$ cat src/rtl/pipe_scoreboard.sv
// Register-writeback scoreboard: tracks one pending-latency counter per register
// and decides issue stalls, operand forwarding and the single writeback slot.
module pipe_scoreboard #(
    parameter int unsigned NREG    = 32,
    parameter int unsigned MAX_LAT = 8,
    localparam int unsigned IDX_W  = $clog2(NREG),
    localparam int unsigned CNT_W  = $clog2(MAX_LAT + 2)
) (
    input  logic             clk,
    input  logic             rst_n,
    input  logic             issue_valid,
    input  logic [IDX_W-1:0] issue_rs1,
    input  logic [IDX_W-1:0] issue_rs2,
    input  logic             issue_use_rs1,
    input  logic             issue_use_rs2,
    input  logic             issue_we,
    input  logic [IDX_W-1:0] issue_rd,
    input  logic [CNT_W-1:0] issue_lat,
    input  logic             flush,
    input  logic             hold,
    output logic             issue_stall,
    output logic             issue_accept,
    output logic             fwd_rs1,
    output logic             fwd_rs2,
    output logic             wb_valid,
    output logic [IDX_W-1:0] wb_rd,
    output logic             busy
);

    localparam logic [CNT_W-1:0] CNT_ONE = CNT_W'(1);
    localparam logic [CNT_W-1:0] CNT_MAX = CNT_W'(MAX_LAT);

    logic [CNT_W-1:0] cnt_q [NREG];
    logic [CNT_W-1:0] cnt_d [NREG];

    logic [CNT_W-1:0] lat_eff;
    logic [CNT_W-1:0] cnt_rs1;
    logic [CNT_W-1:0] cnt_rs2;
    logic [CNT_W-1:0] cnt_rd;
    logic             writes_reg;
    logic             haz_rs1;
    logic             haz_rs2;
    logic             haz_waw;
    logic             haz_port;
    logic             any_done;
    logic [IDX_W-1:0] done_rd;
    logic             any_pend;

    // Clamp the requested latency into 1..MAX_LAT.
    always_comb begin
        lat_eff = issue_lat;
        if (issue_lat == '0) begin
            lat_eff = CNT_ONE;
        end else if (issue_lat > CNT_MAX) begin
            lat_eff = CNT_MAX;
        end
    end

    assign cnt_rs1    = cnt_q[issue_rs1];
    assign cnt_rs2    = cnt_q[issue_rs2];
    assign cnt_rd     = cnt_q[issue_rd];
    assign writes_reg = issue_we & (issue_rd != '0);

    assign haz_rs1 = issue_use_rs1 & (issue_rs1 != '0) & (cnt_rs1 > CNT_ONE);
    assign haz_rs2 = issue_use_rs2 & (issue_rs2 != '0) & (cnt_rs2 > CNT_ONE);
    assign haz_waw = writes_reg & (cnt_rd > CNT_ONE);

    // Scan all counters: writeback-slot collision, completing register, occupancy.
    always_comb begin
        haz_port = 1'b0;
        any_done = 1'b0;
        done_rd  = '0;
        any_pend = 1'b0;
        for (int r = 1; r < NREG; r++) begin
            if (cnt_q[r] == lat_eff + CNT_ONE) begin
                haz_port = writes_reg;
            end
            if (cnt_q[r] == CNT_ONE) begin
                any_done = 1'b1;
                done_rd  = done_rd | IDX_W'(r);
            end
            if (cnt_q[r] != '0) begin
                any_pend = 1'b1;
            end
        end
    end

    assign issue_stall  = issue_valid & (hold | haz_rs1 | haz_rs2 | haz_waw | haz_port);
    assign issue_accept = issue_valid & ~issue_stall & ~flush;

    assign fwd_rs1 = issue_valid & issue_use_rs1 & (issue_rs1 != '0) & (cnt_rs1 == CNT_ONE) & ~hold;
    assign fwd_rs2 = issue_valid & issue_use_rs2 & (issue_rs2 != '0) & (cnt_rs2 == CNT_ONE) & ~hold;

    assign wb_valid = ~hold & any_done;
    assign wb_rd    = wb_valid ? done_rd : '0;
    assign busy     = any_pend;

    // Countdown unless frozen; a fresh issue reloads its destination.
    always_comb begin
        for (int r = 0; r < NREG; r++) begin
            cnt_d[r] = cnt_q[r];
            if (!hold && cnt_q[r] != '0) begin
                cnt_d[r] = cnt_q[r] - CNT_ONE;
            end
            if (issue_accept && writes_reg && issue_rd == IDX_W'(r)) begin
                cnt_d[r] = lat_eff;
            end
        end
        cnt_d[0] = '0;
    end

    always_ff @(posedge clk or negedge rst_n) begin
        if (!rst_n) begin
            for (int r = 0; r < NREG; r++) begin
                cnt_q[r] <= '0;
            end
        end else begin
            for (int r = 0; r < NREG; r++) begin
                cnt_q[r] <= cnt_d[r];
            end
        end
    end

endmodule
$ cat config.mk
export PLATFORM = sky130hd
export DESIGN_NAME = pipe_scoreboard
export DESIGN_NICKNAME = d
export VERILOG_FILES = /design/src/rtl/pipe_scoreboard.sv
export SDC_FILE = /design/constraint.sdc
export NUM_CORES = 1
export LEC_CHECK = 0
export CAP_MARGIN = 15
export CORE_MARGIN = 2
export CORE_UTILIZATION = 50
export DETAILED_ROUTE_END_ITERATION = 10
export GPL_TIMING_DRIVEN = 1
export HOLD_SLACK_MARGIN = 0.12
export PLACE_DENSITY = 0.72
export SLEW_MARGIN = 20
export SYNTH_ARGS = -nofsm -noshare
export SYNTH_HDL_FRONTEND = slang
export SYNTH_SLANG_ARGS = --single-unit
$ cat constraint.sdc
create_clock -name clk -period 6 [get_ports clk]
set_clock_uncertainty 0.2 [all_clocks]
set_input_delay 0.9 -clock clk [delete_from_list [all_inputs] [get_ports clk]]
set_output_delay 0.9 -clock clk [all_outputs]
set_load 0.01 [all_outputs]
# Word level (Yosys, flattened, before mapping)
# Index checks and enable logic that the tools add are counted.
# totals
reg_bits	124
out_inout_bits	11
inputBits	27
wordCells	522
# op_classes
bitwise	28
magnitude_cmp	7
n_reduce_logical	130
mux	199
n_eq_ne	95
addsub	32
# ops
cell	n
4-bit 2-to-1 mux	79
4-bit by 1-bit == test with 1-bit output (second input constant)	33
4-bit == test	31
4-bit nonzero test	31
4-bit by 1-bit subtractor with 4-bit output (second input constant)	31
1-bit 2-to-1 mux	94
5-bit 2-to-1 mux	17
5-bit == test (second input constant)	16
1-bit logical AND	63
2-bit nonzero test	31
4-bit binary-select mux with 5-bit select	3
5-bit by 4-bit == test with 1-bit output (second input constant)	8
5-bit by 3-bit == test with 1-bit output (second input constant)	4
1-bit bitwise AND	18
6-bit >= comparator (second input constant)	3
5-bit inverter with 6-bit output	3
5-bit nonzero test	3
4-bit by 1-bit greater-than comparator with 1-bit output (second input constant)	3
3-bit 2-to-1 mux	4
5-bit by 2-bit == test with 1-bit output (second input constant)	2
5-bit by 1-bit == test with 1-bit output (second input constant)	1
4-bit by 1-bit adder with 4-bit output (second input constant)	1
4-bit greater-than comparator (second input constant)	1
4-bit logical NOT	1
other kinds (4)	10

# Longest topological paths before layout
# Gate-level depths: netlist of the first run.
# logic_depth
word_depth	45
depth_mapped	18
mapped_depth_nobuf	12

# Least setup slack after synthesis of the first run
# OpenSTA, ideal clock, no wires.
# synth_timing
path_kind	input -> output
from	input port issue_lat[1]
to	output port issue_accept
arrival_time_ps	4138
setup_slack_ps	762
required_ps	4900
cell_stages	18
path_cell_list	buf_2 -> o21bai_2 -> nand2_1 -> inv_1 -> buf_2 -> ha_1 -> buf_2 -> buf_4 -> xor2_1 -> nor3_1 -> a31oi_1 -> o22ai_1 -> a2111oi_0 -> and4_1 -> buf_2 -> buf_2 -> a21oi_1 -> nor4_1
# synth_via
elab_chain_len	42
word_cells_on_any_way	73
cone_classes	1 x add/sub; 1 x order compare; 31 x eq/ne; 34 x mux; 5 x bitwise; 1 x reduce/logical
# synth_rtl
item	line_no	rtl
start, declared	18	input logic [CNT_W-1:0] issue_lat,
4-bit greater-than comparator	54	end else if (issue_lat > CNT_MAX) begin
4-bit 2-to-1 mux	54	
4-bit 2-to-1 mux	52	if (issue_lat == '0) begin
4-bit 2-to-1 mux *	52	
4-bit by 1-bit adder with 4-bit output *	75	if (cnt_q[r] == lat_eff + CNT_ONE) begin
4-bit == test	75	
1-bit 2-to-1 mux (30 in a row)	75	
1-bit 2-to-1 mux *	75	
1-bit OR *	88	assign issue_stall = issue_valid & (hold | haz_rs1 | haz_rs2 | haz_waw | haz_port);
1-bit bitwise AND *	88	
1-bit inverter *	89	assign issue_accept = issue_valid & ~issue_stall & ~flush;
1-bit bitwise AND * (2 in a row)	89	
end, declared	22	output logic issue_accept,
# Mark *: on every way between the ends. The rest lies on a longest branch, timed or not. The select of a mux whose other input is x is not followed.

# Worst setup path in the final report of the first run
# Same ends and word-level chain as after synthesis.

==> results of run 1 <==
==> cell families after synthesis <==
group | after synthesis
buf+inv | 199
compound gates | 268
xor+xnor | 171
mux | 138
simple gates | 453
fa+ha+maj | 78
flops | 124
==> worst paths after layout <==
kind / startpoint / to / slack, ns / cells past startpoint
worst max-delay path: issue_lat[1] / issue_accept / 0.25 / 15
worst min-delay path: rst_n / cnt_q[11] / 0.25 / 1
worst max register to register: cnt_q[11] / cnt_q[62] / 2.09 / 10
worst min register to register: cnt_q[22] / cnt_q[22] / 0.45 / 2
max in group asynchronous: rst_n / cnt_q[119] / 4.06 / 2
min in group clk: cnt_q[22] / cnt_q[22] / 0.45 / 2
==> worst max-delay path: stages <==
cell and delay (ns):
clkdlybuf4s50_1 0.43, o21bai_2 0.17, nand2_1 0.09, inv_1 0.08
ha_2 0.24, buf_4 0.27, xor2_2 0.21, nor3_1 0.07
a311oi_1 0.24, a2111oi_0 0.13, nor4_1 0.50, and4_2 0.34
a21oi_1 0.13, nor4_2 0.26, clkdlybuf4s50_1 0.57
==> repair_timing <==
item                                   in CTS  in global routing
setup endpoints to repair                   0                  2
gates resized for setup                     0                  3
endpoints found under the hold margin       0                  0
setup buffers                               0                  9
==> routing by layer <==
layer / GRT usage (%) / wire, microns / vias to the layer above / part of all wire (%)
met4: 21.92 / 3354 / 0 / 7.0
met1: 48.55 / 18210 / 5729 / 38
li1: - / - / 5161 / -
met2: 56.39 / 20580 / 910 / 43
met3: 9.995 / 5892 / 230 / 12
met5: 0 / 0 / - / 0
==> metrics by stage <==
step	std cells	power, mW	instance area, sq um	setup WS [ns]
2_1_floorplan	1431	4.519	12290	0.7616
3_5_place_dp	1730	5.790	13000	0.1911
6_report	1771	7.099	13700	0.2509
3_3_place_gp	1730	5.695	13000	0.2853
4_1_cts	1762	6.920	13610	0.1883
5_1_grt	1771	7.491	13700	0.002534
==> synthesized netlist by cell type, types with 4 or more instances <==
master,instances
a21oi_1,52
buf_4,6
a22o_1,6
a221o_1,4
nand4_2,21
or3_1,8
dfrtp_1,124
o21ai_0,64
mux2i_1,112
nand2b_1,7
nor3_1,95
xor2_1,95
nand2_1,163
xnor2_1,72
a221oi_1,7
o41ai_1,8
buf_1,7
o31ai_1,7
o31ai_2,10
a211oi_1,30
a32oi_1,5
o22ai_1,9
nand3_1,7
a22oi_1,14
clkbuf_1,88
o211ai_1,9
nor2_1,63
nor4_1,38
ha_1,78
mux4_2,26
a31oi_1,8
buf_2,17
a2111oi_0,10
nand4_1,27
inv_1,76
==> cell type report <==
type,count,area [sq um]
flip-flops and latches,124,3103
well taps,324,405.4
repair buffers,103,883.3
inverters,80,300.3
fillers,2174,10550
clock buffers,20,466.7
multi-input cells,1108,8404
clock inverters,12,137.6
==> where the power goes <==
part / internal [mW] / total (mW) / switching, mW
sequential: 1.27 / 2.34 / 1.07
clock: 0.648 / 1.10 / 0.456
combinational: 1.55 / 3.65 / 2.10
==> results.json, run 1 <==
{
  "status": "completed",
  "die_area_sq_um": 25840,
  "startpoint_type": "input port",
  "vias": 12030,
  "antenna_cells": 0,
  "layout-drive-gt1-share_pct": 11.61,
  "synthAdderAreaFrac_pct": 7.943,
  "crit_arrival_ns": 4.65,
  "ys_async_sr_fraction_pct": 100.0,
  "critPathCaptureType": "output port",
  "synth-edff-count": 0,
  "fin_crit_sh_pct": 95.82,
  "setup_tns_ns": 0,
  "rsz0062_at_grt": "false",
  "worst_pin_slew_ns": 1.116,
  "drtIter0Drc": 1832,
  "drv_cap": 0,
  "clk_path_buf_depth": 2,
  "final_cell_mix": "nand2_1 (163), dfrtp_1 (124), mux2i_1 (112)",
  "nNetsFinal": 1539,
  "netlist_area_sq_um": 12290,
  "vdd_drop_max_v": 0.0003442,
  "cts_buffers": 17,
  "period_minus_slack_ns": 5.749,
  "root_buffer": "clkbuf_16",
  "drv_slew": 0,
  "drt-pass1-iter-count": 8,
  "ys_seq_elements": 124,
  "antenna_found_initial": 0,
  "leakage_nw": 6.346,
  "grt_pass1_wl_mm": 72.45,
  "ys_types": 68,
  "holdWs_ns": 0.2466,
  "drt-total-wl_mm": 48.04,
  "io_pins": 38,
  "synth-compound-area-share_pct": 14.88,
  "synth_nets": 1536,
  "critPathMaxFanout": 12,
  "finalHoldViolCount": 0,
  "htree_levels": 4,
  "synth_top_family_by_area": "simple AND/OR/NAND/NOR gates",
  "ant_nets": 0,
  "syn-instance-count": 1431,
  "die_w_microns": 160.8,
  "vias_per_cell": 6.793,
  "clock_latency_ns": 0.44,
  "muxShareOfSynthArea_pct": 13.89,
  "setup_violations": 0,
  "hold_path.class": "in -> async",
  "critPathRequiredTime_ns": 4.90,
  "synth_warnings": 0,
  "finalWeightedCongestion": 1.045,
  "top_register": "cnt_q",
  "port_buffers": 37,
  "slew_headroom_pct": 25.03,
  "powerDensity_nw_per_um2": 518.2,
  "syn_to_final_growth_pct": 11.51,
  "largest_reg_flops": 124,
  "fin_util_pct": 56.50,
  "synth_xor_area_share_pct": 12.68,
  "grt_start_max_net_pins": 63,
  "yosysTopAreaCellShare_pct": 25.25,
  "synth-simple-area-share_pct": 18.86,
  "grt_pass1_vias": 11570,
  "wire_per_inst_microns": 27.13,
  "synth_ff_type": "dfrtp_1",
  "drc_errors": 0,
  "top_regs": "cnt_q: 124 flops",
  "initial_core_util_pct": 50.67,
  "die_h_microns": 160.8,
  "synth.area.top_cells": "dfrtp_1 (25%), mux2i_1 (9.1%), ha_1 (7.9%)",
  "criticalPathCategory": "in -> out",
  "grt_usage_pct": 37.46,
  "yosysTopAreaCell": "dfrtp_1",
  "rows": 57,
  "yosysSeqAreaShare_pct": 25.25,
  "layout_commonest_cell": "nand2_1",
  "max_freq_mhz": 173.9,
  "cts_sinks": 124,
  "core_area_sq_um": 24250,
  "cts_hold_buf": 0,
  "grt.overflow.total": 0,
  "cts_tree": "built",
  "clkTransAtPathRegs_ns": 0.06,
  "dp_hpwl_mm": 34.42,
  "avgSynthCellArea_sq_um": 8.586
}
Note: power is estimated with default switching activity, not from simulation.
==> run 2: changes to the inputs <==
Settings changed: CORE_UTILIZATION 50 to 45, PLACE_DENSITY 0.72 to 0.66.
==> results.json, run 2 (same netlist as run 1, synthesis figures left out) <==
{
  "fin_cells": 1769,
  "dpl.cell_count": 1738,
  "final_cell_mix": "nand2_1 (163), dfrtp_1 (124), mux2i_1 (112)",
  "layout_commonest_cell": "nand2_1",
  "fill_cells": 2551,
  "powerDensity_nw_per_um2": 518.6,
  "leakage_nw": 6.273,
  "clk_path_buf_depth": 2,
  "top_regs": "cnt_q: 124 flops",
  "syn_to_final_growth_pct": 10.51,
  "initial_core_util_pct": 45.72,
  "die_h_microns": 169.2,
  "rsz0062_at_grt": "false",
  "design_area_sq_um": 13580,
  "core_area_sq_um": 26880,
  "finalWeightedCongestion": 1.051,
  "drv_cap": 0,
  "root_buffer": "clkbuf_16",
  "finalPower_mw": 7.042,
  "status": "completed",
  "period_minus_slack_ns": 5.784,
  "vias_per_cell": 6.677,
  "grt_pass1_wl_mm": 71.01,
  "die_w_microns": 169.2,
  "grt_pass1_vias": 11070,
  "cts_hold_buf": 0,
  "drv_slew": 0,
  "slew_headroom_pct": 39.78,
  "layout-drive-gt1-share_pct": 10.43,
  "startpoint_type": "input port",
  "fin_crit_sh_pct": 96.40,
  "drt-total-wl_mm": 47.57,
  "max_freq_mhz": 172.9,
  "die_area_sq_um": 28640,
  "grt.overflow.total": 0,
  "clkTransAtPathRegs_ns": 0.07,
  "wire_per_inst_microns": 26.89,
  "seqCellArea_sq_um": 3103,
  "dp_hpwl_mm": 34.74,
  "io_pins": 38,
  "rows": 60,
  "hold_path.class": "in -> async",
  "setup_violations": 0,
  "drtIter0Drc": 1522,
  "ant_nets": 0,
  "crit_arrival_ns": 4.68,
  "grt_usage_pct": 33.41,
  "top_register": "cnt_q",
  "grt_start_max_net_pins": 70,
  "antenna_found_initial": 0,
  "largest_reg_flops": 124,
  "holdWs_ns": 0.2517,
  "placed_area_sq_um": 12970,
  "critPathCaptureType": "output port",
  "nNetsFinal": 1521,
  "htree_levels": 4,
  "cts_buffers": 17,
  "multi_input_area_sq_um": 8411,
  "worst_pin_slew_ns": 0.9011,
  "clock_latency_ns": 0.45,
  "drc_errors": 0,
  "cts_tree": "built",
  "vdd_drop_max_v": 0.0003056,
  "drt-pass1-iter-count": 6,
  "antenna_cells": 0,
  "criticalPathCategory": "in -> out",
  "setup_tns_ns": 0,
  "vias": 11810,
  "critPathMaxFanout": 8,
  "cts_sinks": 124,
  "finalHoldViolCount": 0,
  "critPathRequiredTime_ns": 4.90,
  "port_buffers": 37
}
-- run 2: repair_timing --
action,CTS,global route
gates resized for setup,0,5
setup buffers,0,0
endpoints found under the setup margin,0,2
-- run 2: critical path, cell delays in order --
cell	delay [ns]
clkdlybuf4s50_1	0.52
o21bai_2	0.19
nand2_1	0.08
inv_1	0.14
ha_4	0.25
buf_4	0.21
xor2_1	0.20
a211oi_1	0.08
a2111oi_1	0.68
nor4_1	0.15
and4_2	0.23
a21oi_1	0.32
o21a_1	0.18
clkdlybuf4s50_1	0.53
-- run 2: report_power, final --
part	leakage (nW)	internal (mW)	switching, mW
logic	4.55	1.54	2.08
clock network	0.275	0.622	0.443
registers	1.44	1.27	1.09
-- run 2: path summary, 6_finish.rpt --
path | startpoint | to | slack, ns | depth (start not counted)
worst min-delay path | rst_n | cnt_q[16] | 0.25 | 1
min in group clk | cnt_q[18] | cnt_q[18] | 0.46 | 2
worst max register to register | cnt_q[18] | cnt_q[66] | 2.03 | 9
max in group asynchronous | rst_n | cnt_q[86] | 4.17 | 2
worst max-delay path | issue_lat[1] | issue_stall | 0.22 | 14
worst min register to register | cnt_q[18] | cnt_q[18] | 0.46 | 2
-- run 2: cell type report --
| class | instances | share of cell area (%) |
|---|---|---|
| tap | 341 | 3.142 |
| clock inverter | 13 | 1.060 |
| sequential | 124 | 22.85 |
| multi-input combinational | 1108 | 61.94 |
| clock buffer | 18 | 3.234 |
| inverter | 80 | 2.212 |
| timing repair buffer | 85 | 5.557 |
-- run 2: metrics by stage --
stage               worst slack [ns]  util (%)
finish                        0.2162     50.52
global route                 0.07868     50.52
CTS                          0.07493     50.44
detailed placement           0.08261     48.27
global placement             0.02168     48.27
floorplan                     0.7616         -
-- run 2: metal layers --
metal  vias to the layer above  GRT usage, %  wire length (microns)
met5                         -             0                      0
met4                         0         17.17                   2973
met3                       191         7.999                   5231
met2                       809         50.86                  20320
met1                      5694         44.24                  19040
li1                       5117             -                      -
==> run 3: changes to the inputs <==
Settings changed: SETUP_SLACK_MARGIN set to 0.3.
==> results.json, run 3 (same netlist as run 1, synthesis figures left out) <==
{
  "power.switching_mw": 3.615,
  "slew_headroom_pct": 39.88,
  "grt_pass1_wl_mm": 71.09,
  "port_buffers": 37,
  "die_area_sq_um": 28640,
  "layout_commonest_cell": "nand2_1",
  "vias": 11710,
  "rr_worst_depth": 9,
  "clk_path_buf_depth": 2,
  "startpoint_type": "input port",
  "final_cell_mix": "nand2_1 (163), dfrtp_1 (124), mux2i_1 (112)",
  "cts_tree": "built",
  "htree_levels": 4,
  "finalWeightedCongestion": 1.051,
  "syn_to_final_growth_pct": 10.99,
  "clock_latency_ns": 0.44,
  "drv_cap": 0,
  "status": "completed",
  "crit_arrival_ns": 4.36,
  "fill_cells": 2558,
  "cts_buffers": 17,
  "rows": 60,
  "root_buffer": "clkbuf_16",
  "vdd_drop_max_v": 0.0003086,
  "swShare_pct": 51.25,
  "cts_sinks": 124,
  "layout-drive-gt1-share_pct": 11.03,
  "core_area_sq_um": 26880,
  "dp_hpwl_mm": 34.74,
  "wire_per_inst_microns": 26.80,
  "grt_pass1_vias": 11080,
  "rr_startpoint": "cnt_q[18]",
  "hold_path.class": "in -> async",
  "clkTransAtPathRegs_ns": 0.07,
  "grt_usage_pct": 33.44,
  "combPwrFrac_pct": 51.5,
  "powerDensity_nw_per_um2": 517.3,
  "top_register": "cnt_q",
  "drt-pass1-iter-count": 6,
  "critPathCaptureType": "output port",
  "period_minus_slack_ns": 5.457,
  "antenna_found_initial": 0,
  "worst-path-buf-inv": 3,
  "critPathRequiredTime_ns": 4.90,
  "ant_nets": 0,
  "setup_ws_ns": 0.5426,
  "nNetsFinal": 1526,
  "top_regs": "cnt_q: 124 flops",
  "vias_per_cell": 6.601,
  "antenna_cells": 0,
  "power_frac_seq_pct": 33.5,
  "fin_util_pct": 50.74,
  "max_freq_mhz": 183.2,
  "leakage_nw": 6.295,
  "post-place-ws_ns": 0.08261,
  "path_depth": 11,
  "cpLargestDelayFamily": "buffers and inverters",
  "io_pins": 38,
  "worst_path_largest_cell_delay_ns": 0.95,
  "rsz0062_at_grt": "false",
  "die_h_microns": 169.2,
  "worst_path_max_delay_cell": "clkdlybuf4s50_1",
  "die_w_microns": 169.2,
  "drtIter0Drc": 1621,
  "setup_tns_ns": 0,
  "cp-endpoint": "issue_stall",
  "drc_errors": 0,
  "cts_hold_buf": 0,
  "power_frac_clock_pct": 15.1,
  "setup_violations": 0,
  "r2r_end": "cnt_q[62]",
  "startpoint": "issue_rd[1]",
  "p_int_mw": 3.439,
  "critPathMaxFanout": 19,
  "initial_core_util_pct": 45.72,
  "worst_pin_slew_ns": 0.8997,
  "largest_reg_flops": 124,
  "drv_slew": 0,
  "criticalPathCategory": "in -> out",
  "grt_start_max_net_pins": 70,
  "fin_crit_sh_pct": 90.96,
  "grt.overflow.total": 0,
  "finalHoldViolCount": 0,
  "r2r_slack_ns": 2.04,
  "path_cells": "clkdlybuf4s50_1 -> buf_4 -> nor4_1 -> o41ai_1 -> nor4_1 -> o31ai_1 -> o31ai_1 -> and4_2 -> a21oi_2 -> o21a_1 -> clkdlybuf4s50_1",
  "drt-total-wl_mm": 47.54
}
-- run 3: final cells by class --
type,count,area (sq um),share of cell area [%]
well taps,341,426.7,3.129
flip-flops and latches,124,3103,22.75
inverters,80,300.3,2.202
clock inverters,13,143.9,1.055
clock buffers,18,439.2,3.220
repair buffers,90,790.8,5.799
multi-input cells,1108,8433,61.84
-- run 3: power groups by stage --
stage / sequential (mW) / combinational, mW / clock, mW
floorplan: 1.69 / 2.83 / 0
global placement: 2.29 / 3.45 / 0
detailed placement: 2.30 / 3.51 / 0
CTS: 2.29 / 3.54 / 1.07
global route: 2.40 / 3.95 / 1.10
finish: 2.36 / 3.63 / 1.06
-- run 3: repair_timing --
action	4_1_cts	5_1_grt
resized for setup	5	6
buffers inserted	0	5
gates cloned	0	0
pin swaps	2	3
endpoints found under the setup margin	2	2
-- run 3: worst min-delay path by stage --
| stage | start | to | depth (start not counted) |
|---|---|---|---|
| after floorplan | cnt_q[38] | cnt_q[38] | 2 |
| after CTS | rst_n | cnt_q[1] | 1 |
| after global routing | rst_n | cnt_q[0] | 1 |
| after global placement | cnt_q[18] | cnt_q[18] | 2 |
| after detailed placement | cnt_q[18] | cnt_q[18] | 2 |
| final | rst_n | cnt_q[16] | 1 |
-- run 3: worst register-to-register path, stage by stage, from the launching register on --
cell and delay, ns:
dfrtp_1 0.45, nor2_1 0.59, a32oi_1 0.23, a311o_1 0.41, o21ai_1 0.23, a21oi_1 0.18
nor4b_4 0.70, nand4_2 0.26, buf_4 0.29, o41ai_1 0.30
-- run 3: metrics by stage --
stage | instance area (sq um) | hold WS [ns] | power [mW] | cells
floorplan | 12290 | 0.3628 | 4.519 | 1431
global placement | 12970 | 0.4401 | 5.740 | 1738
detailed placement | 12970 | 0.4315 | 5.816 | 1738
CTS | 13570 | 0.3146 | 6.911 | 1769
global route | 13640 | 0.3288 | 7.454 | 1774
finish | 13640 | 0.2718 | 7.055 | 1774
-- run 3: routing by layer --
layer	share of wire, %	up-vias	routed length, microns	global-route usage [%]
li1	-	5133	-	-
met1	40	5701	19130	44.09
met2	43	716	20650	50.90
met3	11	161	5019	8.349
met4	5.8	0	2736	17.09
met5	0	-	0	0
